--- src/rtl/touch_pkg.sv ---
// Shared types and defaults for the touch sample averaging path.
// Imported by the averager top and its per-axis accumulator.
package touch_pkg;

    localparam int DATA_W_DEF = 9;
    localparam int LOG2_N_DEF = 3;
    localparam int PENUP_DEF  = 2;
    localparam logic [DATA_W_DEF-1:0] Z_THRESH_DEF = 9'd40;

    typedef enum logic {
        IDLE  = 1'b0,
        ACCUM = 1'b1
    } state_t;

endpackage

--- src/rtl/touch_axis_accum.sv ---
// Unsigned running sum for one axis of a sample block.
// Clear has priority over add so a block can be dropped in any cycle.
module touch_axis_accum
    import touch_pkg::*;
#(
    parameter int DATA_W = DATA_W_DEF,
    parameter int SUM_W  = DATA_W_DEF + LOG2_N_DEF
) (
    input  logic              cclk,
    input  logic              rstb,
    input  logic              clear,
    input  logic              add,
    input  logic [DATA_W-1:0] value,
    output logic [SUM_W-1:0]  sum
);

    always_ff @(posedge cclk or negedge rstb) begin
        if (!rstb) begin
            sum <= '0;
        end else if (clear) begin
            sum <= '0;
        end else if (add) begin
            sum <= sum + SUM_W'(value);
        end
    end

endmodule

--- src/rtl/touch_sample_averager.sv ---
// Pressure-gated box-car averager for touchpad x/y with debounced pen state.
// One averaged point is emitted per block of 2^LOG2_N accepted samples.
module touch_sample_averager
    import touch_pkg::*;
#(
    parameter int                DATA_W        = DATA_W_DEF,
    parameter int                LOG2_N        = LOG2_N_DEF,
    parameter logic [DATA_W-1:0] Z_THRESH      = Z_THRESH_DEF,
    parameter int                PENUP_SAMPLES = PENUP_DEF
) (
    input  logic              cclk,
    input  logic              rstb,
    input  logic              sample_valid,
    input  logic [DATA_W-1:0] x_in,
    input  logic [DATA_W-1:0] y_in,
    input  logic [DATA_W-1:0] z_in,
    output logic [DATA_W-1:0] x_avg,
    output logic [DATA_W-1:0] y_avg,
    output logic              avg_valid,
    output logic              touching
);

    localparam int SUM_W = DATA_W + LOG2_N;
    localparam int RJ_W  = $clog2(PENUP_SAMPLES + 1);
    localparam logic [RJ_W-1:0] RJ_MAX = RJ_W'(PENUP_SAMPLES);

    state_t            state_q;
    state_t            state_d;
    logic [LOG2_N-1:0] count_q;
    logic [RJ_W-1:0]   rej_q;
    logic [RJ_W-1:0]   rej_d;
    logic [SUM_W-1:0]  sum_x;
    logic [SUM_W-1:0]  sum_y;
    logic [SUM_W-1:0]  tot_x;
    logic [SUM_W-1:0]  tot_y;
    logic              accept;
    logic              reject;
    logic              last;
    logic              acc_add;
    logic              acc_clr;
    logic              blk_done;

    assign accept = sample_valid && (z_in >= Z_THRESH);
    assign reject = sample_valid && (z_in < Z_THRESH);
    // N is a power of two, so the final slot is the all-ones count
    assign last   = &count_q;
    assign tot_x  = sum_x + SUM_W'(x_in);
    assign tot_y  = sum_y + SUM_W'(y_in);

    always_ff @(posedge cclk or negedge rstb) begin
        if (!rstb) begin
            state_q <= IDLE;
        end else begin
            state_q <= state_d;
        end
    end

    always_comb begin
        state_d = state_q;
        unique case (state_q)
            IDLE: begin
                if (accept) state_d = ACCUM;
            end
            ACCUM: begin
                if (reject || (accept && last)) state_d = IDLE;
            end
            default: state_d = IDLE;
        endcase
    end

    always_comb begin
        acc_add  = 1'b0;
        acc_clr  = 1'b0;
        blk_done = 1'b0;
        unique case (state_q)
            IDLE: begin
                acc_add = accept;
            end
            ACCUM: begin
                unique case (1'b1)
                    accept && last: begin
                        acc_clr  = 1'b1;
                        blk_done = 1'b1;
                    end
                    accept && !last: acc_add = 1'b1;
                    reject:          acc_clr = 1'b1;
                    default: ;
                endcase
            end
            default: ;
        endcase
    end

    // A reject mid-block always restarts the pen-up run at one
    always_comb begin
        rej_d = rej_q;
        if (accept) begin
            rej_d = '0;
        end else if (reject) begin
            if (state_q == ACCUM) begin
                rej_d = RJ_W'(1);
            end else if (rej_q != RJ_MAX) begin
                rej_d = rej_q + RJ_W'(1);
            end
        end
    end

    always_ff @(posedge cclk or negedge rstb) begin
        if (!rstb) begin
            count_q   <= '0;
            rej_q     <= '0;
            touching  <= 1'b0;
            avg_valid <= 1'b0;
            x_avg     <= '0;
            y_avg     <= '0;
        end else begin
            rej_q     <= rej_d;
            avg_valid <= blk_done;
            if (acc_clr) begin
                count_q <= '0;
            end else if (acc_add) begin
                count_q <= count_q + LOG2_N'(1);
            end
            if (blk_done) begin
                x_avg    <= DATA_W'(tot_x >> LOG2_N);
                y_avg    <= DATA_W'(tot_y >> LOG2_N);
                touching <= 1'b1;
            end else if (reject && (rej_d == RJ_MAX)) begin
                touching <= 1'b0;
            end
        end
    end

    touch_axis_accum #(
        .DATA_W (DATA_W),
        .SUM_W  (SUM_W)
    ) u_acc_x (
        .cclk  (cclk),
        .rstb  (rstb),
        .clear (acc_clr),
        .add   (acc_add),
        .value (x_in),
        .sum   (sum_x)
    );

    touch_axis_accum #(
        .DATA_W (DATA_W),
        .SUM_W  (SUM_W)
    ) u_acc_y (
        .cclk  (cclk),
        .rstb  (rstb),
        .clear (acc_clr),
        .add   (acc_add),
        .value (y_in),
        .sum   (sum_y)
    );

endmodule

--- config.mk ---
export PLATFORM = sky130hd
export DESIGN_NAME = touch_sample_averager
export DESIGN_NICKNAME = d
export VERILOG_FILES = /design/src/rtl/touch_pkg.sv /design/src/rtl/touch_axis_accum.sv /design/src/rtl/touch_sample_averager.sv
export SDC_FILE = /design/constraint.sdc
export NUM_CORES = 1
export LEC_CHECK = 0
export ABC_AREA = 1
export BUFFER_PORTS_ARGS = -buffer_cell sky130_fd_sc_hd__buf_2
export CORE_MARGIN = 4
export CORE_UTILIZATION = 40
export CTS_CLUSTER_DIAMETER = 30
export DETAILED_ROUTE_END_ITERATION = 12
export GPL_TIMING_DRIVEN = 0
export HOLD_SLACK_MARGIN = 0.15
export MAX_ROUTING_LAYER = met4
export SLEW_MARGIN = 20
export SYNTH_ARGS = -nofsm -noshare
export SYNTH_HDL_FRONTEND = slang
export SYNTH_SLANG_ARGS = --single-unit
--- constraint.sdc ---
create_clock -name cclk -period 1.9 [get_ports cclk]
set_input_delay 0.38 -clock cclk [delete_from_list [all_inputs] [get_ports cclk]]
set_output_delay 0.38 -clock cclk [all_outputs]
set_load 0.1 [all_outputs]
=== Yosys cells after proc, flatten, opt, wreduce, memory -nomap -nowiden ===
Index checks and enable logic that the tools add are counted.

* Bits of input ports: 30
* Output and inout bits: 20
* Logic and storage cells: 50
* Register bits after elaboration: 50

* $lt $le $gt $ge: 2
* $add $sub $neg: 4
* Reductions and logical operators: 11
* Bitwise logic cells: 1
* Equality and inequality tests: 2
* Muxes and demuxes: 21

{| class="wikitable"
|+ Operators by type and width
! cell !! count
|-
| $mux W12 || 4
|-
| $add A12 B9 Y12 || 2
|-
| $ge A9 B6 Y1 const B || 1
|-
| $lt A9 B6 Y1 const B || 1
|-
| $mux W1 || 9
|-
| $mux W2 || 4
|-
| $mux W3 || 2
|-
| $logic_and A1 B1 Y1 || 5
|-
| $pmux W1 S2 || 2
|-
| $reduce_bool A2 Y1 || 2
|-
| $add A3 B1 Y3 const B || 1
|-
| $reduce_and A3 Y1 || 1
|-
| $add A2 B1 Y2 const B || 1
|-
| $eq A2 B2 Y1 const B || 1
|-
| $ne A2 B2 Y1 const B || 1
|-
| $reduce_or A2 Y1 || 1
|-
| $logic_not A1 Y1 || 1
|-
| $logic_or A1 B1 Y1 || 1
|-
| $not A1 Y1 || 1
|}

=== Depth between registers and ports, before layout ===
Gate-level depths: netlist of the first run.

* Word-level depth: 9
* Gate-level depth with buffers: 10
* Depth with buffers taken out: 10

=== Modules after synthesis ===
Synthesis of the first run repeated with hierarchy kept, for this count alone.

* Cell total of the unflattened synthesis: 610
* Area total of the unflattened synthesis: 4169.0 µm²

{| class="wikitable"
|+ By module, submodules not included
! module !! cells each !! seq. area each (µm²) !! instances !! area each (µm²)
|-
| touch_sample_averager || 325 || 650.6 || 1 || 2230.9
|-
| touch_axis_accum at u_acc_x || 142 || 300.3 || 1 || 987.2
|-
| touch_axis_accum at u_acc_y || 143 || 300.3 || 1 || 950.9
|}

=== Least setup slack after synthesis of the first run ===
OpenSTA, ideal clock, no wires.

* Path kind: input to register
* Start point: input port x_in[0]
* End point: register x_avg[3]
* Setup time: 0.120 ns
* Required time: 1.780 ns
* Arrival: 1.508 ns
* Stages: 9
* Setup slack: 0.272 ns
* Buffers on the path: 0
* Path through: ha_1 -> inv_1 -> fa_1 -> nor2_1 -> nor2_1 -> o211ai_1 -> nand2_1 -> nand2_1 -> nand2_1

* Cells in the longest elaborated chain, start to end: 1

{| class="wikitable"
|+ RTL lines
! item !! RTL line !! text
|-
| start: declaration || touch_sample_averager.sv:14 || <nowiki>input logic [DATA_W-1:0] x_in,</nowiki>
|-
| $add A12 B9 Y12 || touch_sample_averager.sv:47 || <nowiki>assign tot_x = sum_x + SUM_W'(x_in);</nowiki>
|-
| end signal: assignment || touch_sample_averager.sv:125 || <nowiki>x_avg <= DATA_W'(tot_x >> LOG2_N);</nowiki>
|-
| end: declaration || touch_sample_averager.sv:17 || <nowiki>output logic [DATA_W-1:0] x_avg,</nowiki>
|}

Every way passes these cells.
A chain may end at the register's enable or synchronous reset.

=== Worst setup path in the final report of the first run ===
* Start point: register u_acc_x.sum[5]
* End point: register x_avg[5]

* Cells in the longest elaborated chain, start to end: 1

{| class="wikitable"
|+ RTL lines
! item !! RTL line !! text
|-
| start: declaration || touch_axis_accum.sv:14 || <nowiki>output logic [SUM_W-1:0] sum</nowiki>
|-
| start signal: assignment || touch_axis_accum.sv:23 || <nowiki>sum <= sum + SUM_W'(value);</nowiki>
|-
| $add A12 B9 Y12 || touch_sample_averager.sv:47 ||
|}

Every way passes these cells.

==> reports/qor.yml, run 1 <==
critical_path:
  slowest_stage: "dfrtp_1"
  cp_num_cells: 9
  worstPathRequired_ps: 2100
  crit_path_start: "u_acc_x.sum[5]"
  crit_arrival_ps: 1920
  path_common_cell: "nand2_1"
  end_kind: "flop"
  max_stage_delay_ps: 400
  critPathMaxFanout: 4
  cp-endpoint: "x_avg[5]"
  r2r-end: "x_avg[5]"
  path_class: "flop to flop"
  crit_family: "simple AND/OR/NAND/NOR gates"
  r2r_cells: 9
  path_buf_inv: 0
  crit_chain: "ha_1 -> a21oi_1 -> nor2_1 -> nor2_1 -> nand2_1 -> nand2_1 -> nand2_1 -> nand2_1 -> nand2_1"
  rrSetupSlack_ps: 180
  r2r_start: "u_acc_x.sum[5]"
  worstSetupStartpointType: "flop"
pwr:
  combPwrFrac_pct: 61.4
  leakage_nw: 2.07
  seq_power_share_pct: 28.1
  switchingPower_mw: 3.65
  power_density_nw_per_um2: 1770
  peakVddDrop_v: 0.000700
  p_sw_share_pct: 55.7
  power.internal_mw: 2.90
  pwr-share-clk_pct: 10.5
clocking:
  cts.path.max_buffers: 2
  cts_sinks: 50
  path_clk_slew_ps: 90
  htreeDepth: 2
  cts_root_buffer: "clkbuf_8"
  cts_tree: "yes"
  post_cts_buffers: 0
  cts_made_buffers: 5
  clk_latency_ps: 300
global_routing:
  grt_max_degree: 51
  track_usage_pct: 16.5
  grt_antenna_before_repair: 0
  grt_pass1_wl_um: 12800
  grt_pass1_vias: 2767
  grt_overflow: 0
cells_and_area:
  fin_area_um2: 3690
  drive_above_1_share_pct: 15.7
  final_nets: 548
  diodes: 0
  area_growth_pct: 15.3
synthesis:
  ys_top_cells_by_count: "181 x nand2_1, 57 x nand3_1, 50 x dfrtp_1, 46 x inv_1, 24 x nor2_1"
  syn_inst: 441
  synthTopCellsByArea: "dfrtp_1 39%, nand2_1 21%, nand3_1 8.9%"
  ys.flop_type: "dfrtp_1"
  syn-cell-area_um2: 3200
  synth_compound_area_share_pct: 3.75
  synth.yosys.seq_area_share_pct: 39.1
  synthMuxAreaShare_pct: 0
  yosysMostFrequentCell: "nand2_1"
  synth_top_family_by_area: "simple AND/OR/NAND/NOR gates"
  synth.net_count: 494
  ys_ff_latch: 50
  syn_area_per_cell_um2: 7.26
  synth_edf_count: 0
  ys_types: 27
  synthAdderAreaFrac_pct: 9.46
  synth-xor-area-share_pct: 2.74
  yosysTopAreaCell: "dfrtp_1"
  synthSimpleGateAreaFrac_pct: 36.5
  synth.top_cell.area_share_pct: 39.1
  ys_async_sr_fraction_pct: 100
  yosysWarningCount: 0
timing:
  rsz0062_at_grt: "false"
  finalHoldViolations: 0
  worst_hold_slack_ps: 412
  tightest_slew_ps: 651
  period_share_pct: 90.6
  fmax_mhz: 581
  min_period_ps: 1720
  max_slew_margin_pct: 56.6
  slew_violations: 0
  setup_viol: 0
  skew_ps: 13.9
placed_design:
  place_area_um2: 3560
  port_buffers: 46
  dp_hpwl_um: 5950
  globalplace.congestion: 0.888
routing:
  ant_nets: 0
  drtIter0Drc: 102
  num_vias: 2932
  drt-pass1-iter-count: 4
  drc: 0
  routed_wl_um: 7610
  vias_per_cell: 4.90
  wl_per_cell_um: 12.7
worst_hold_path:
  min_path_type: "input port to flop"
die:
  dieArea_um2: 9500
  die_h_um: 97.5
  rows: 32
  die_w_um: 97.5
  boundaryPins: 50
  start_util_pct: 41.2
  coreArea_um2: 7770
flow_run:
  drv_cap: 0
outcome:
  outcome: "complete, no violations"
## worst min path at each step
stage                         from        endpoint  slack (ps)  cells after the start
final                      z_in[6]        rej_q[1]         410                      4
after global routing       y_in[0]  u_acc_y.sum[0]         430                      4
after CTS                  y_in[0]  u_acc_y.sum[0]         400                      4
after detailed placement      rstb  u_acc_x.sum[6]         450                      1
after global placement    touching        touching         450                      2
after floorplan               rstb       avg_valid          80                      0
## cells in the final DEF (no fill, tap or decap), types with 2 or more instances in the layout
| cell type | netlist | final |
|---|---|---|
| buf_2 | 5 | 50 |
| fa_2 | 0 | 2 |
| o21ai_1 | 1 | 2 |
| nor2_1 | 24 | 22 |
| o22ai_1 | 2 | 2 |
| nand4_1 | 10 | 10 |
| o211ai_1 | 2 | 2 |
| a21oi_1 | 6 | 6 |
| ha_2 | 0 | 2 |
| buf_6 | 5 | 5 |
| o21ai_0 | 7 | 6 |
| ha_1 | 21 | 19 |
| inv_2 | 2 | 2 |
| xor2_1 | 8 | 8 |
| nand3b_1 | 2 | 2 |
| xnor2_1 | 2 | 2 |
| buf_4 | 1 | 2 |
| clkbuf_8 | 0 | 7 |
| nand2_1 | 181 | 181 |
| inv_1 | 46 | 46 |
| dfrtp_1 | 50 | 50 |
| nor2_2 | 1 | 3 |
| nand3_1 | 57 | 57 |
## cell families after synthesis
logic type / after synthesis
AND/OR/NAND/NOR: 278
flip-flops: 50
XOR/XNOR: 10
adder cells (fa/ha/maj): 23
buffers and inverters: 60
AO/OA/AOI/OAI: 20
## flip-flops by register name (all words and copies together), names as in the netlist
name / count
count_q: 3
y_avg: 9
avg_valid: 1
u_acc_y.sum: 12
rej_q: 2
x_avg: 9
state_q: 1
touching: 1
u_acc_x.sum: 12
## worst reg2reg max path, stage by stage (launching register included)
cell and delay, ps:
dfrtp_1 400, ha_1 340, a21oi_1 310, nor2_1 70
nor2_1 140, nand2_1 70, nand2_1 70, nand2_1 100
nand2_1 80, nand2_1 40
## stage by stage
step | worst slack [ps] | util, % | std cells | TNS (ps) | power [mW]
floorplan | 272 | - | 441 | 0 | 5.07
global placement | -34.9 | 45.8 | 589 | -166 | 5.82
detailed placement | -68.2 | 45.9 | 589 | -276 | 5.88
CTS | 47.1 | 47.3 | 598 | 0 | 6.59
global route | 4.82 | 47.5 | 598 | 0 | 7.10
finish | 178 | 47.5 | 598 | 0 | 6.55
## routing by layer
metal	part of all wire (%)	wire length [µm]	track usage (%)	vias to the layer above
met5	0	0	-	-
met2	48	3660	25.8	40
met3	3.5	269	2.44	9
met4	1.7	131	4.69	0
met1	47	3550	22.5	1372
li1	-	-	-	1511
## repair_timing
action | 4_1_cts | 5_1_grt
hold endpoints to repair | 50 | 0
gates resized for setup | 0 | 7
hold buffers | 1 | 0
setup endpoints to repair | 0 | 12
## area by class of cell
| type | instances | area (µm²) |
|---|---|---|
| multi-input combinational | 331 | 1690 |
| clock buffer | 7 | 96.3 |
| fill | 826 | 4080 |
| buffer | 12 | 92.6 |
| clock inverter | 1 | 8.76 |
| sequential | 50 | 1250 |
| tap | 102 | 128 |
| timing repair buffer | 47 | 243 |
| inverter | 48 | 180 |
## power by group through the flow
stage          registers [mW]  clock network (mW)  logic [mW]
2_1_floorplan            3.18                   0        1.89
3_3_place_gp             1.85                   0        3.97
3_5_place_dp             1.87                   0        4.01
4_1_cts                  1.85               0.712        4.03
5_1_grt                  1.91               0.754        4.43
6_report                 1.84               0.687        4.02
Note: power is estimated with default switching activity, not from simulation.
==> run 2: changes to the inputs <==
--- a/config.mk
+++ b/config.mk
@@ -8,12 +8,13 @@
 export ABC_AREA = 1
 export BUFFER_PORTS_ARGS = -buffer_cell sky130_fd_sc_hd__buf_2
 export CORE_MARGIN = 4
-export CORE_UTILIZATION = 40
+export CORE_UTILIZATION = 55
 export CTS_CLUSTER_DIAMETER = 30
 export DETAILED_ROUTE_END_ITERATION = 12
 export GPL_TIMING_DRIVEN = 0
 export HOLD_SLACK_MARGIN = 0.15
 export MAX_ROUTING_LAYER = met4
+export PLACE_DENSITY = 0.78
 export SLEW_MARGIN = 20
 export SYNTH_ARGS = -nofsm -noshare
 export SYNTH_HDL_FRONTEND = slang
==> constraint.sdc (replaced) <==
create_clock -name cclk -period 1.61 [get_ports cclk]
set_input_delay 0.322 -clock cclk [delete_from_list [all_inputs] [get_ports cclk]]
set_output_delay 0.322 -clock cclk [all_outputs]
set_load 0.1 [all_outputs]
==> run 2 against run 1 <==
Routed wire length up 5.9%. Core utilization up 25 points. The run now ends with negative setup slack left. Final area up 8.8%. Highest routed layer unchanged. Die area down 25%. Sequential power up 22%. Total power up 31%. Critical path depth unchanged. Register-to-register slack worse by 260 ps. Worst hold slack worse by 55 ps.
==> reports/qor.yml, run 2 (synthesis results as in run 1) <==
outcome:
  outcome: "complete, but fails checks"  # was complete, no violations
  violations: "negative setup slack"
global_routing:
  grt_pass1_wl_um: 12800  # about the same
  grt_overflow: 0  # unchanged
  track_usage_pct: 22.8  # was 16.5%
  grt_antenna_before_repair: 0  # unchanged
  grt_max_degree: 51  # unchanged
  grt_pass1_vias: 2926  # was 2767
clocking:
  cts_sinks: 50  # unchanged
  cts_made_buffers: 5  # unchanged
  path_clk_slew_ps: 90  # about the same
  htreeDepth: 2  # unchanged
  clk_latency_ps: 300  # about the same
  cts_tree: "yes"  # unchanged
  cts.path.max_buffers: 2  # unchanged
  cts_root_buffer: "clkbuf_8"  # unchanged
critical_path:
  r2r-end: "y_avg[3]"  # was x_avg[5]
  crit_arrival_ps: 1900  # was 1920 ps
  r2r_cells: 9  # unchanged
  end_kind: "flop"  # unchanged
  rrSetupSlack_ps: -90  # was 180 ps
  worstSetupStartpointType: "flop"  # unchanged
  critPathMaxFanout: 3  # was 4
  worstPathRequired_ps: 1810  # was 2100 ps
  path_class: "flop to flop"  # unchanged
  r2r_start: "u_acc_y.sum[0]"  # was u_acc_x.sum[5]
timing:
  period_share_pct: 105  # was 90.6%
  fmax_mhz: 590  # was 581 MHz
  min_period_ps: 1700  # was 1720 ps
  finalSetupTns_ps: -397  # was 0 ps
  rsz0062_at_grt: "true"  # was false
  skew_ps: 7.52  # was 13.9 ps
  worst_slack_ps: -85.4  # was 178 ps
  finalHoldViolations: 0  # unchanged
  max_slew_margin_pct: 58.3  # was 56.6%
  tightest_slew_ps: 626  # was 651 ps
  setup_viol: 8  # was 0
  slew_violations: 0  # unchanged
die:
  rows: 27  # was 32
  coreArea_um2: 5570  # was 7770 µm²
  dieArea_um2: 7110  # was 9500 µm²
  die_w_um: 84.3  # was 97.5 µm
  start_util_pct: 57.4  # was 41.2%
  boundaryPins: 50  # unchanged
  die_h_um: 84.3  # was 97.5 µm
routing:
  drt-pass1-iter-count: 4  # unchanged
  ant_nets: 0  # unchanged
  drc: 0  # unchanged
  drtIter0Drc: 207  # was 102
  routed_wl_um: 8050  # was 7610 µm
  wl_per_cell_um: 14.0  # was 12.7 µm
  num_vias: 3005  # was 2932
  vias_per_cell: 5.21  # was 4.90
pwr:
  leakage_nw: 2.14  # was 2.07 nW
  power_density_nw_per_um2: 2130  # was 1770 nW/µm²
  peakVddDrop_v: 0.00150  # was 0.000700 V
cells_and_area:
  diodes: 0  # unchanged
  area_growth_pct: 25.5  # was 15.3%
  layout_common_cells: "171 x nand2_1, 53 x nand3_1, 50 x dfrtp_1, 47 x buf_2, 44 x inv_1"  # was 181 x nand2_1, 57 x nand3_1, 50 x buf_2, 50 x dfrtp_1, 46 x inv_1
  n_fill_cell: 467  # was 826
  drive_above_1_share_pct: 25.0  # was 15.7%
  layout_commonest_cell: "nand2_1"  # unchanged
  reg_top3: "u_acc_x.sum (12), u_acc_y.sum (12)"  # unchanged
  final_nets: 557  # was 548
  postLayoutCoreUtil_pct: 72.1  # was 47.5%
flow_run:
  drv_cap: 0  # unchanged
placed_design:
  globalplace.congestion: 0.941  # was 0.888
  dp_hpwl_um: 5680  # was 5950 µm
  port_buffers: 46  # unchanged
worst_hold_path:
  min-delay-start: "z_in[6]"  # unchanged
  hold_end: "rej_q[1]"  # unchanged
  min_path_type: "input port to flop"  # unchanged
  hold_depth: 4  # unchanged
run 2: cell type report:
class / count / area [µm²] / share of cell area, %
multi-input combinational: 331 / 1980 / 49.3
sequential: 50 / 1250 / 31.1
tap: 72 / 90.1 / 2.24
inverter: 48 / 180 / 4.48
clock buffer: 7 / 76.3 / 1.90
timing repair buffer: 56 / 310 / 7.72
buffer: 12 / 100 / 2.49
clock inverter: 1 / 30.0 / 0.747
run 2: how the worst max path moves through the flow:
stage | start | slack (ps) | end | cells past startpoint
global route | u_acc_y.sum[0] | -220 | y_avg[3] | 9
CTS | u_acc_y.sum[0] | -70 | y_avg[3] | 9
floorplan | u_acc_y.sum[0] | 30 | y_avg[3] | 9
global placement | y_in[0] | -240 | y_avg[3] | 10
finish | u_acc_y.sum[0] | -90 | y_avg[3] | 9
detailed placement | y_in[0] | -270 | y_avg[3] | 10
run 2: power breakdown:
group	internal, mW	switching, mW	total (mW)
sequential	1.80	0.451	2.25
combinational	1.68	3.76	5.44
clock	0.465	0.394	0.859
run 2: metrics by stage:
step	instance area (µm²)	hold slack, ps	worst slack (ps)	cells	power [mW]
after floorplan	3200	26.4	29.1	441	5.99
after global routing	4020	397	-221	577	9.17
final	4020	357	-85.4	577	8.55
after CTS	3680	259	-69.7	570	7.88
after detailed placement	3520	454	-268	559	6.90
after global placement	3520	449	-243	559	6.80
run 2: timing repair:
action	in CTS	in global routing
hold buffers	0	1
gates cloned	0	0
buffers inserted	3	6
endpoints found under the hold margin	0	50
resized for setup	13	51
pin swaps	2	7
endpoints found under the setup margin	19	41
run 2: critical path: stages (launching register included):
cell	delay (ps)
dfrtp_1	360
ha_2	190
inv_2	40
fa_2	380
nor2_4	140
nor2_2	60
o211ai_1	170
nand2_1	120
nand2_1	70
nand2_1	50
run 2: layer usage:
metal | wire [µm] | vias up | GRT usage (%)
li1 | - | 1527 | -
met1 | 3380 | 1408 | 27.7
met2 | 4190 | 60 | 38.4
met3 | 369 | 10 | 4.02
met4 | 115 | 0 | 7.16
met5 | 0 | - | -
